### src/rtl/ofm_write_ctrl.sv
// OFM write controller: round-robin serialisation of per-lane output bytes
// into the single OFM write port, with per-lane row counters and a
// start/busy/done frame around each layer pass.

// Per-lane row counter; row == DEPTH marks the lane as full for this pass.
module ofm_lane_ctr #(
    parameter int DEPTH = 44,
    parameter int ROW_W = 6
) (
    input  logic             clk,
    input  logic             rst,
    input  logic             clr,
    input  logic             inc,
    output logic [ROW_W-1:0] row,
    output logic             full,
    output logic             last
);

    assign full = (row == ROW_W'(DEPTH));
    assign last = (row == ROW_W'(DEPTH - 1));

    // Row count: cleared at pass start, bumped on each accepted transfer.
    // The grant is already masked by full, so the count cannot pass DEPTH.
    always_ff @(posedge clk or posedge rst) begin
        if (rst)      row <= '0;
        else if (clr) row <= '0;
        else if (inc) row <= row + 1'b1;
    end

endmodule

module ofm_write_ctrl #(
    parameter int NUM_REQ = 4,
    parameter int DEPTH   = 44,
    parameter int DATA_W  = 8,
    parameter int ADDR_W  = 8
) (
    input  logic                      clk,
    input  logic                      rst,
    input  logic                      start,
    input  logic [NUM_REQ-1:0]        req_valid,
    input  logic [NUM_REQ*DATA_W-1:0] req_data,
    output logic [NUM_REQ-1:0]        req_ready,
    output logic [ADDR_W-1:0]         address,
    output logic [DATA_W-1:0]         wrData,
    output logic                      wren,
    output logic [NUM_REQ-1:0]        lane_full,
    output logic                      busy,
    output logic                      done
);

    localparam int ROW_W = $clog2(DEPTH + 1);
    localparam int PTR_W = (NUM_REQ > 1) ? $clog2(NUM_REQ) : 1;

    typedef enum logic [1:0] {IDLE, RUN, DONE} state_t;

    state_t                          state, state_nxt;
    logic                            clr;
    logic [PTR_W-1:0]                rr_ptr;
    logic [PTR_W-1:0]                gnt_idx;
    logic [PTR_W-1:0]                idx;
    logic                            gnt_found;
    logic [NUM_REQ-1:0]              gnt_oh;
    logic [NUM_REQ-1:0]              elig;
    logic [NUM_REQ-1:0]              last;
    logic [NUM_REQ-1:0]              full_after;
    logic [NUM_REQ-1:0][ROW_W-1:0]   row;
    logic [ADDR_W-1:0]               addr_nxt;

    genvar gi;
    generate
        for (gi = 0; gi < NUM_REQ; gi++) begin : g_lane
            ofm_lane_ctr #(.DEPTH(DEPTH), .ROW_W(ROW_W)) u_ctr (
                .clk  (clk),
                .rst  (rst),
                .clr  (clr),
                .inc  (gnt_oh[gi]),
                .row  (row[gi]),
                .full (lane_full[gi]),
                .last (last[gi])
            );
        end
    endgenerate

    assign elig       = (state == RUN) ? (req_valid & ~lane_full) : '0;
    assign req_ready  = gnt_oh;
    assign full_after = lane_full | (gnt_oh & last);
    assign busy       = (state == RUN);
    assign done       = (state == DONE);
    assign addr_nxt   = ADDR_W'(row[gnt_idx]) * ADDR_W'(NUM_REQ) + ADDR_W'(gnt_idx);

    // Round-robin search from rr_ptr upward, wrapping; first eligible lane wins.
    always_comb begin
        gnt_found = 1'b0;
        gnt_idx   = '0;
        gnt_oh    = '0;
        idx       = '0;
        for (int k = 0; k < NUM_REQ; k++) begin
            idx = PTR_W'((int'(rr_ptr) + k) % NUM_REQ);
            if (!gnt_found && elig[idx]) begin
                gnt_found = 1'b1;
                gnt_idx   = idx;
            end
        end
        if (gnt_found) gnt_oh[gnt_idx] = 1'b1;
    end

    // Pass framing: start opens a pass from IDLE/DONE; the transfer that
    // fills the last lane closes it.
    always_comb begin
        state_nxt = state;
        clr       = 1'b0;
        case (state)
            IDLE: if (start) begin
                clr       = 1'b1;
                state_nxt = RUN;
            end
            RUN: if (gnt_found && (&full_after)) state_nxt = DONE;
            DONE: if (start) begin
                clr       = 1'b1;
                state_nxt = RUN;
            end
            default: state_nxt = IDLE;
        endcase
    end

    // State and round-robin pointer.
    always_ff @(posedge clk or posedge rst) begin
        if (rst) begin
            state  <= IDLE;
            rr_ptr <= '0;
        end else begin
            state <= state_nxt;
            if (clr)            rr_ptr <= '0;
            else if (gnt_found) rr_ptr <= PTR_W'((int'(gnt_idx) + 1) % NUM_REQ);
        end
    end

    // Registered OFM write port; address/data hold when idle.
    always_ff @(posedge clk or posedge rst) begin
        if (rst) begin
            wren    <= 1'b0;
            address <= '0;
            wrData  <= '0;
        end else begin
            wren <= gnt_found;
            if (gnt_found) begin
                address <= addr_nxt;
                wrData  <= req_data[gnt_idx*DATA_W +: DATA_W];
            end
        end
    end

endmodule

### config.mk
export PLATFORM = sky130hd
export DESIGN_NAME = ofm_write_ctrl
export DESIGN_NICKNAME = d
export VERILOG_FILES = /design/src/rtl/ofm_write_ctrl.sv
export SDC_FILE = /design/constraint.sdc
export NUM_CORES = 1
export LEC_CHECK = 0
export CAP_MARGIN = 40
export CORE_MARGIN = 2
export CORE_UTILIZATION = 50
export CTS_CLUSTER_SIZE = 16
export DETAILED_ROUTE_END_ITERATION = 10
export PLACE_DENSITY = 0.81
export SLEW_MARGIN = 0
export SYNTH_ARGS = -nofsm -noshare
export SYNTH_HDL_FRONTEND = slang
export SYNTH_HIERARCHICAL = 1
export SYNTH_SLANG_ARGS = --single-unit
export TNS_END_PERCENT = 50
### constraint.sdc
create_clock -name clk -period 3.5 [get_ports clk]
set_clock_uncertainty 0.15 [all_clocks]
set_input_delay 0.35 -clock clk [delete_from_list [all_inputs] [get_ports clk]]
set_output_delay 0.35 -clock clk [all_outputs]
set_load 0.01 [all_outputs]
==> run metrics, run 1 <==
outcome=finished clean; # clock sinks=45; Diodes inserted=0; aggregate global routing overflow=0; number of routed nets with antenna violations=0; WL/cell=16.5 um; clock root buffer master=clkbuf_8; worst-path cell chain=inv_1, ha_1, and4_1, and3b_1, a211o_1, a211o_1, nor2_2, clkdlybuf4s50_1; Synth Register Bits=45; Tcrit/Tclk final=0.962; post-synthesis cell area=2660 um2; post-synthesis xor/xnor area fraction=0.0527; ranking of synthesized cells by area=dfrtp_1 (42%), a222oi_1 (4.9%), mux2_2 (4.7%); adder-cell area share of the yosys netlist=0.0376; combinational share of power=0.436; CTS tree=built; Vias=about 2,400; actual slew at the worst max-slew pin=roughly 0.79 ns; Final Net Count=393; hold buffers post-CTS=0; Fill cells=roughly 410; critical path capture point type=primary output; vias in the first global route=about 2,200; Worst EP arrival=2.87 ns; Via-to-Cell Ratio=5.71; share of cells above drive strength 1=0.124; Final HPWL DP=between 5000 and 6000 um; Slew HR=0.472; clock buffer count from CTS=5; CP required=roughly 3.0 ns; Initial Util=0.521; Total GRT Usage=0.234; TritonRoute pass-1 iters=6; worst setup margin=0.132 ns; max incr delay on CP=about 0.56 ns; Layout area overhead=33.0%; power density cells=748 nW/um2; Hold/Removal Path Class=in -> async; Synth Area in Simple Gates=0.209; critical path class=reg -> out; GPL Wtd Cong=slightly above 0.8; DRT Wirelength=between 6000 and 7000 um; Die Y=about 77 um; first-pass GRT wire length=approximately 11,000 um; R2R cell count=11; f_max=between 200 and 300 MHz; largest family of logic cells by synthesized area=simple AND/OR/NAND/NOR gates; Worst R2R Start=g_lane[0].u_ctr/row[0]; Top Ports=66; Chip Width=roughly 77 um; core area=between 5000 and 6000 um2; pin count of the biggest net entering global routing=32; Worst Setup Start Kind=register; worst skew pair latency=approximately 0.30 ns; worst vdd ir=about 0.00058 V; synthesized instance count=about 280; Tmin final=approximately 3.4 ns; Psw=just over 1 mW; final hold vios=0; Reg2Reg Setup Slack=roughly 0.39 ns; top cell type's share of synthesized area=0.423; H-tree Lvls=2; compound-cell area share of the yosys netlist=0.142; Final setup viols=0; CP startpoint=g_lane[0].u_ctr/row[0]; Flop pwr share=0.387; Leak=roughly 1.5 nW; Yosys top cell by area=dfrtp_1; initial antenna violation count=0; syn_area_per_cell=between 9 and 10 um2; pre-CTS setup slack=slightly below 0.3 ns; most frequent CP cell=a211o_1; slowest stage cell, crit path=clkdlybuf4s50_1; # port buffers=65; Final Slew Violations=0; DRC=0; Synth Warn #=6; Yosys cell types=46; crit-path max FO=7; setup TNS=0 ns; Std-Cell Rows=26; die outline area=between 5000 and 6000 um2; RSZ-0062 raised after global routing=false; sequential share of the synthesized area=0.423; internal power=1.63 mW; Post-Syn Nets=approximately 320; Sw Ratio=0.384; Clk pwr share=0.177; CTS clk-pin slew, worst paths=about 0.09 ns; CTS Buffer Depth=2; Worst R2R End=g_lane[1].u_ctr/row[5]; mux share of post-synthesis cell area=0.0753; initial DRC count=about 160; max_cap viols=0
==> per-layer routing <==
layer  wire (um)  GRT usage  share of wire  up-vias
li1            -          -              -     1139
met1        2970      0.309           0.43     1151
met2        3370      0.386           0.49       78
met3         365     0.0424          0.053       15
met4         167     0.0818          0.024        0
met5           0          0              0        -
==> power by group through the flow <==
stage | clock, mW | sequential (mW) | combinational, mW
3_3_place_gp | 0 | 1.01 | 1.11
2_1_floorplan | 0 | 0.992 | 0.708
3_5_place_dp | 0 | 1.02 | 1.14
4_1_cts | 0.471 | 1.01 | 1.15
5_1_grt | 0.491 | 1.06 | 1.27
6_report | 0.469 | 1.02 | 1.15
==> metrics by stage <==
stage | area (um2) | utilization | std cells | hold slack, ns | power (mW)
floorplan | 2660 | - | 277 | -0.00904 | 1.70
CTS | 3520 | 0.690 | 417 | 0.291 | 2.64
global route | 3540 | 0.693 | 417 | 0.298 | 2.82
detailed placement | 3380 | 0.663 | 409 | 0.320 | 2.16
global placement | 3380 | 0.663 | 409 | 0.310 | 2.12
finish | 3540 | 0.693 | 417 | 0.291 | 2.65
==> cells by family (layout without fill, tap and decap cells) <==
group | Yosys count | after routing
fa+ha+maj | 8 | 8
mux | 18 | 18
simple gates | 105 | 105
compound gates | 54 | 54
flops | 45 | 45
xor+xnor | 16 | 16
buf+inv | 31 | 101
==> cell usage after synthesis, drive strengths merged <==
| library cell | number |
|---|---|
| ha | 8 |
| nor4bb | 1 |
| nor3 | 1 |
| nand4b | 1 |
| and4 | 5 |
| mux2 | 13 |
| nand2b | 4 |
| a211oi | 2 |
| xnor2 | 4 |
| a21o | 1 |
| o22ai | 1 |
| nand3 | 12 |
| dfrtp | 45 |
| and3b | 1 |
| a31oi | 1 |
| buf | 8 |
| a211o | 3 |
| a22o | 1 |
| a222oi | 13 |
| a21oi | 7 |
| nor2 | 29 |
| a221o | 1 |
| nor2b | 8 |
| inv | 18 |
| o211ai | 1 |
| nor4 | 1 |
| or4b | 1 |
| mux2i | 5 |
| a311oi | 1 |
| o31ai | 1 |
| a2bb2oi | 1 |
| o21ai | 20 |
| nand4 | 9 |
| and3 | 1 |
| clkbuf | 5 |
| nand2 | 24 |
| xor2 | 12 |
| or3 | 4 |
| and2 | 3 |
==> cell usage in the layout (no fill, tap or decap), types with 7 or more instances in the layout <==
master	n
a21oi_1	7
a222oi_1	13
buf_4	10
clkdlybuf4s50_1	65
dfrtp_1	42
ha_1	8
inv_1	18
mux2_2	11
nand2_1	24
nand3_1	8
nand4_1	9
nor2_1	28
nor2b_1	8
o21ai_1	16
xor2_1	12
==> registers in the layout, indices dropped and copies added (netlist names) <==
signal / flops
rr_ptr: 2
state: 2
g_lane.u_ctr/row: 24
wrData: 8
address: 8
wren: 1
==> area by class of cell <==
type                            instances  area, um2  share of cell area
Inverter                               18       67.6              0.0191
Sequential cell                        45       1130               0.319
Clock buffer                            5       68.8              0.0195
Tap cell                               70       87.6              0.0248
Timing Repair Buffer                   75        726               0.205
Clock inverter                          3       65.1              0.0184
Multi-Input combinational cell        201       1390               0.394
==> worst max-delay path: cells and delay by family (launching register included) <==
| family | cells | cell delay [ns] |
|---|---|---|
| simple gates | 3 | 0.68 |
| compound gates | 2 | 0.66 |
| buf+inv | 2 | 0.63 |
| fa+ha+maj | 1 | 0.13 |
| flops | 1 | 0.46 |
==> worst max-delay path by stage <==
stage	to	slack, ns	depth (start not counted)
after global placement	req_ready[0]	0.40	9
after global routing	req_ready[2]	0.004	8
after detailed placement	req_ready[0]	0.29	9
after CTS	req_ready[2]	0.02	8
final	req_ready[1]	0.13	8
after floorplan	g_lane[2].u_ctr/row[5]	0.22	13
==> timing repair <==
action,4_1_cts,5_1_grt
endpoints found under the setup margin,1,4
hold endpoints to repair,0,0
setup buffers,0,0
resized for setup,1,6
cloned,0,0
(Power assumes the default switching activity.)
==> inputs of run 2 (changes only) <==
PLACE_DENSITY = 0.8   (was 0.81)
SYNTH_HIERARCHICAL = default   (was 1)
==> run 2 against run 1 <==
Utilization shrank 3.6 points. Non-clock buffer count decreased by 1. Sequential share of layout area fell by 0.78 points. Global-route usage rose by 0.67 points.
==> run metrics, run 2 <==
compound-cell area share of the yosys netlist=0.146 (was 0.142); Fill cells=453 (was 406); Synth Warn #=0 (was 6); TritonRoute pass-1 iters=6 (unchanged); CTS clk-pin slew, worst paths=0.08 ns (was 0.09 ns); max_cap viols=0 (unchanged); WL/cell=16.2 um (was 16.5 um); Total GRT Usage=0.241 (was 0.234); clock root buffer master=clkbuf_8 (unchanged); largest reg by FF count=g_lane.u_ctr.row (was g_lane.u_ctr/row); core area=5510 um2 (was 5110 um2); post-synthesis cell area=2850 um2 (was 2660 um2); share of cells above drive strength 1=0.111 (was 0.124); Worst Setup Start Kind=register (unchanged); CTS tree=built (unchanged); Flop pwr share=0.393 (was 0.387); commonest non-fill, non-tap cell in the layout=clkdlybuf4s50_1 (unchanged); adder-cell area share of the yosys netlist=0.0351 (was 0.0376); Tmin final=3.32 ns (was 3.37 ns); Post-Syn Nets=349 (was 324); top cell type's share of synthesized area=0.395 (was 0.423); largest family of logic cells by synthesized area=simple AND/OR/NAND/NOR gates (unchanged); initial antenna violation count=0 (unchanged); Post-synth EDFFs=0 (unchanged); top post-synthesis cells by count=dfrtp_1 (45), nand2_1 (30), nor2_1 (28), mux2i_1 (18), inv_1 (16) (was dfrtp_1 (45), nor2_1 (28), nand2_1 (24), inv_1 (18), o21ai_1 (16)); aggregate global routing overflow=0 (unchanged); Top Registers=g_lane.u_ctr.row: 24 flops, address: 8 flops, wrData: 8 flops (was g_lane.u_ctr/row: 24 flops, address: 8 flops, wrData: 8 flops); combinational share of power=0.464 (was 0.436); crit-path max FO=6 (was 7); worst skew pair latency=0.30 ns (about the same); ys flop type=dfrtp_1 (unchanged); commonest non-fill, non-tap cells in the layout=clkdlybuf4s50_1 (65), dfrtp_1 (45), nand2_1 (30), nor2_1 (28), mux2i_1 (18) (was clkdlybuf4s50_1 (65), dfrtp_1 (42), nor2_1 (28), nand2_1 (24), inv_1 (18)); post-synthesis xor/xnor area fraction=0.0461 (was 0.0527); vias in the first global route=2,445 (was 2,221); Multi-input gate area=1510 um2 (was 1390 um2); max reg flops=24 (unchanged); Yosys cell types=53 (was 46); Sw Ratio=0.393 (was 0.384); pre-CTS setup slack=0.492 ns (was 0.295 ns); Final Slew Violations=0 (unchanged); slowest stage cell, crit path=clkdlybuf4s50_1 (unchanged); Psw=0.897 mW (was 1.02 mW); CP top delay family=compound AO/OA/AOI/OAI gates (was simple AND/OR/NAND/NOR gates); ranking of synthesized cells by area=dfrtp_1 (39%), mux2i_1 (6.3%), mux2_2 (5.1%) (was dfrtp_1 (42%), a222oi_1 (4.9%), mux2_2 (4.7%)); initial DRC count=176 (was 156); H-tree Lvls=2 (unchanged); actual slew at the worst max-slew pin=0.591 ns (was 0.791 ns); Buf/Inv on CP=2 (unchanged); Die Y=79.5 um (was 76.9 um); Chip Width=79.5 um (was 76.9 um); first-pass GRT wire length=11,900 um (was 10,900 um); Slew HR=0.606 (was 0.472); Diodes inserted=0 (unchanged); critical path class=reg -> out (unchanged); syn_area_per_cell=9.45 um2 (was 9.60 um2); power density cells=632 nW/um2 (was 748 nW/um2); Hold/Removal Path Class=in -> async (unchanged); Std-Cell Rows=27 (was 26); die outline area=6330 um2 (was 5920 um2); number of routed nets with antenna violations=0 (unchanged); Layout area overhead=26.7% (was 33.0%); hold buffers post-CTS=0 (unchanged); Final setup viols=0 (unchanged); RSZ-0062 raised after global routing=false (unchanged); synthesized instance count=302 (was 277); DRT Wirelength=6980 um (was 6880 um); Synth Area in Simple Gates=0.189 (was 0.209); worst-path cell chain=inv_1, ha_1, nand3_1, o21ai_2, a21boi_0, o21a_1, and2_1, clkdlybuf4s50_1 (was inv_1, ha_1, and4_1, and3b_1, a211o_1, a211o_1, nor2_2, clkdlybuf4s50_1); sequential share of the synthesized area=0.395 (was 0.423); internal power=1.39 mW (was 1.63 mW); Synth Register Bits=45 (unchanged); worst vdd ir=0.000323 V (was 0.000581 V); Top Ports=66 (unchanged); Post-synth ARST share=1.00 (unchanged); most frequent cell after synthesis=dfrtp_1 (unchanged); Tcrit/Tclk final=0.948 (was 0.962); Yosys top cell by area=dfrtp_1 (unchanged); outcome=finished clean (unchanged); DRC=0 (unchanged); GPL Wtd Cong=0.943 (was 0.826); max incr delay on CP=0.58 ns (was 0.56 ns); Storage cell area=1130 um2 (about the same); f_max=301 MHz (was 297 MHz); Via-to-Cell Ratio=5.80 (was 5.71); pin count of the biggest net entering global routing=35 (was 32); Initial Util=0.518 (was 0.521); CP required=3.00 ns (about the same); CTS Buffer Depth=2 (unchanged); Worst EP arrival=2.82 ns (was 2.87 ns); Final HPWL DP=5190 um (was 5230 um); setup TNS=0 ns (unchanged); worst setup margin=0.181 ns (was 0.132 ns); clock buffer count from CTS=5 (unchanged); final hold vios=0 (unchanged); Clk pwr share=0.143 (was 0.177); Final Net Count=406 (was 393); Vias=2,501 (was 2,383); Leak=1.56 nW (was 1.50 nW); # clock sinks=45 (unchanged); critical path capture point type=primary output (unchanged); mux share of post-synthesis cell area=0.114 (was 0.0753); # port buffers=65 (unchanged)
## run 2: cell types whose count changed in the layout (fill, tap and decap cells not counted), sizes merged, moves of 5 or more
cell and change:
mux2i +13, nor2b -7, a222oi -6, nand2 +6
and4 -5
## run 2: what timing repair did
action	CTS	global route
setup endpoints to repair	0	1
setup buffers	0	0
resized for setup	0	1
## run 2: kinds of logic (layout without fill, tap and decap cells)
group | count (synthesis) | count (layout)
AO/OA/AOI/OAI | 60 | 60
XOR/XNOR | 15 | 15
adder cells (fa/ha/maj) | 8 | 8
buffers and inverters | 40 | 97
flip-flops | 45 | 45
multiplexers | 31 | 31
AND/OR/NAND/NOR | 103 | 103
## run 2: area by class of cell
type | instances | area share
Tap cell | 72 | 0.0249
Inverter | 16 | 0.0166
Timing Repair Buffer | 74 | 0.204
Multi-Input combinational cell | 217 | 0.419
Clock buffer | 7 | 0.0239
Sequential cell | 45 | 0.312
## run 2: worst paths after layout
check	end	from	slack, ns	cells after the start
min in group clk	address[0]	address[0]	0.33	2
min reg2reg	address[0]	address[0]	0.33	2
max in group asynchronous	wrData[1]	rst	2.40	4
max	req_ready[3]	g_lane[1].u_ctr.row[0]	0.18	8
max reg2reg	wrData[7]	g_lane[1].u_ctr.row[0]	0.48	10
min	address[1]	rst	0.1	2
## run 2: metrics by stage
| stage | utilization | std cells | hold WS [ns] | power (mW) | area [um2] |
|---|---|---|---|---|---|
| 2_1_floorplan | - | 302 | 0.362 | 1.57 | 2850 |
| 3_3_place_gp | 0.636 | 423 | 0.308 | 1.92 | 3500 |
| 3_5_place_dp | 0.641 | 424 | 0.312 | 1.96 | 3530 |
| 4_1_cts | 0.656 | 431 | 0.104 | 2.29 | 3610 |
| 5_1_grt | 0.656 | 431 | 0.116 | 2.46 | 3610 |
| 6_report | 0.656 | 431 | 0.0956 | 2.28 | 3610 |
## run 2: power by group through the flow
stage               registers [mW]  clock network (mW)  logic, mW
finish                       0.898               0.325       1.06
detailed placement           0.900                   0       1.06
CTS                          0.894               0.331       1.07
floorplan                    0.872                   0      0.699
global route                 0.928               0.356       1.17
global placement             0.893                   0       1.03
## run 2: per-layer routing
metal / vias up / track usage / wire length (um)
met4: 0 / 0.0621 / 89
met1: 1217 / 0.330 / 3090
li1: 1171 / - / -
met2: 99 / 0.384 / 3320
met3: 14 / 0.0554 / 479
met5: - / 0 / 0
==> inputs of run 3 (changes only) <==
SKIP_CTS_REPAIR_TIMING = 1   (was default)
==> results of run 3 <==
Same layout as run 2: the final DEF is identical, and so are final timing and power.
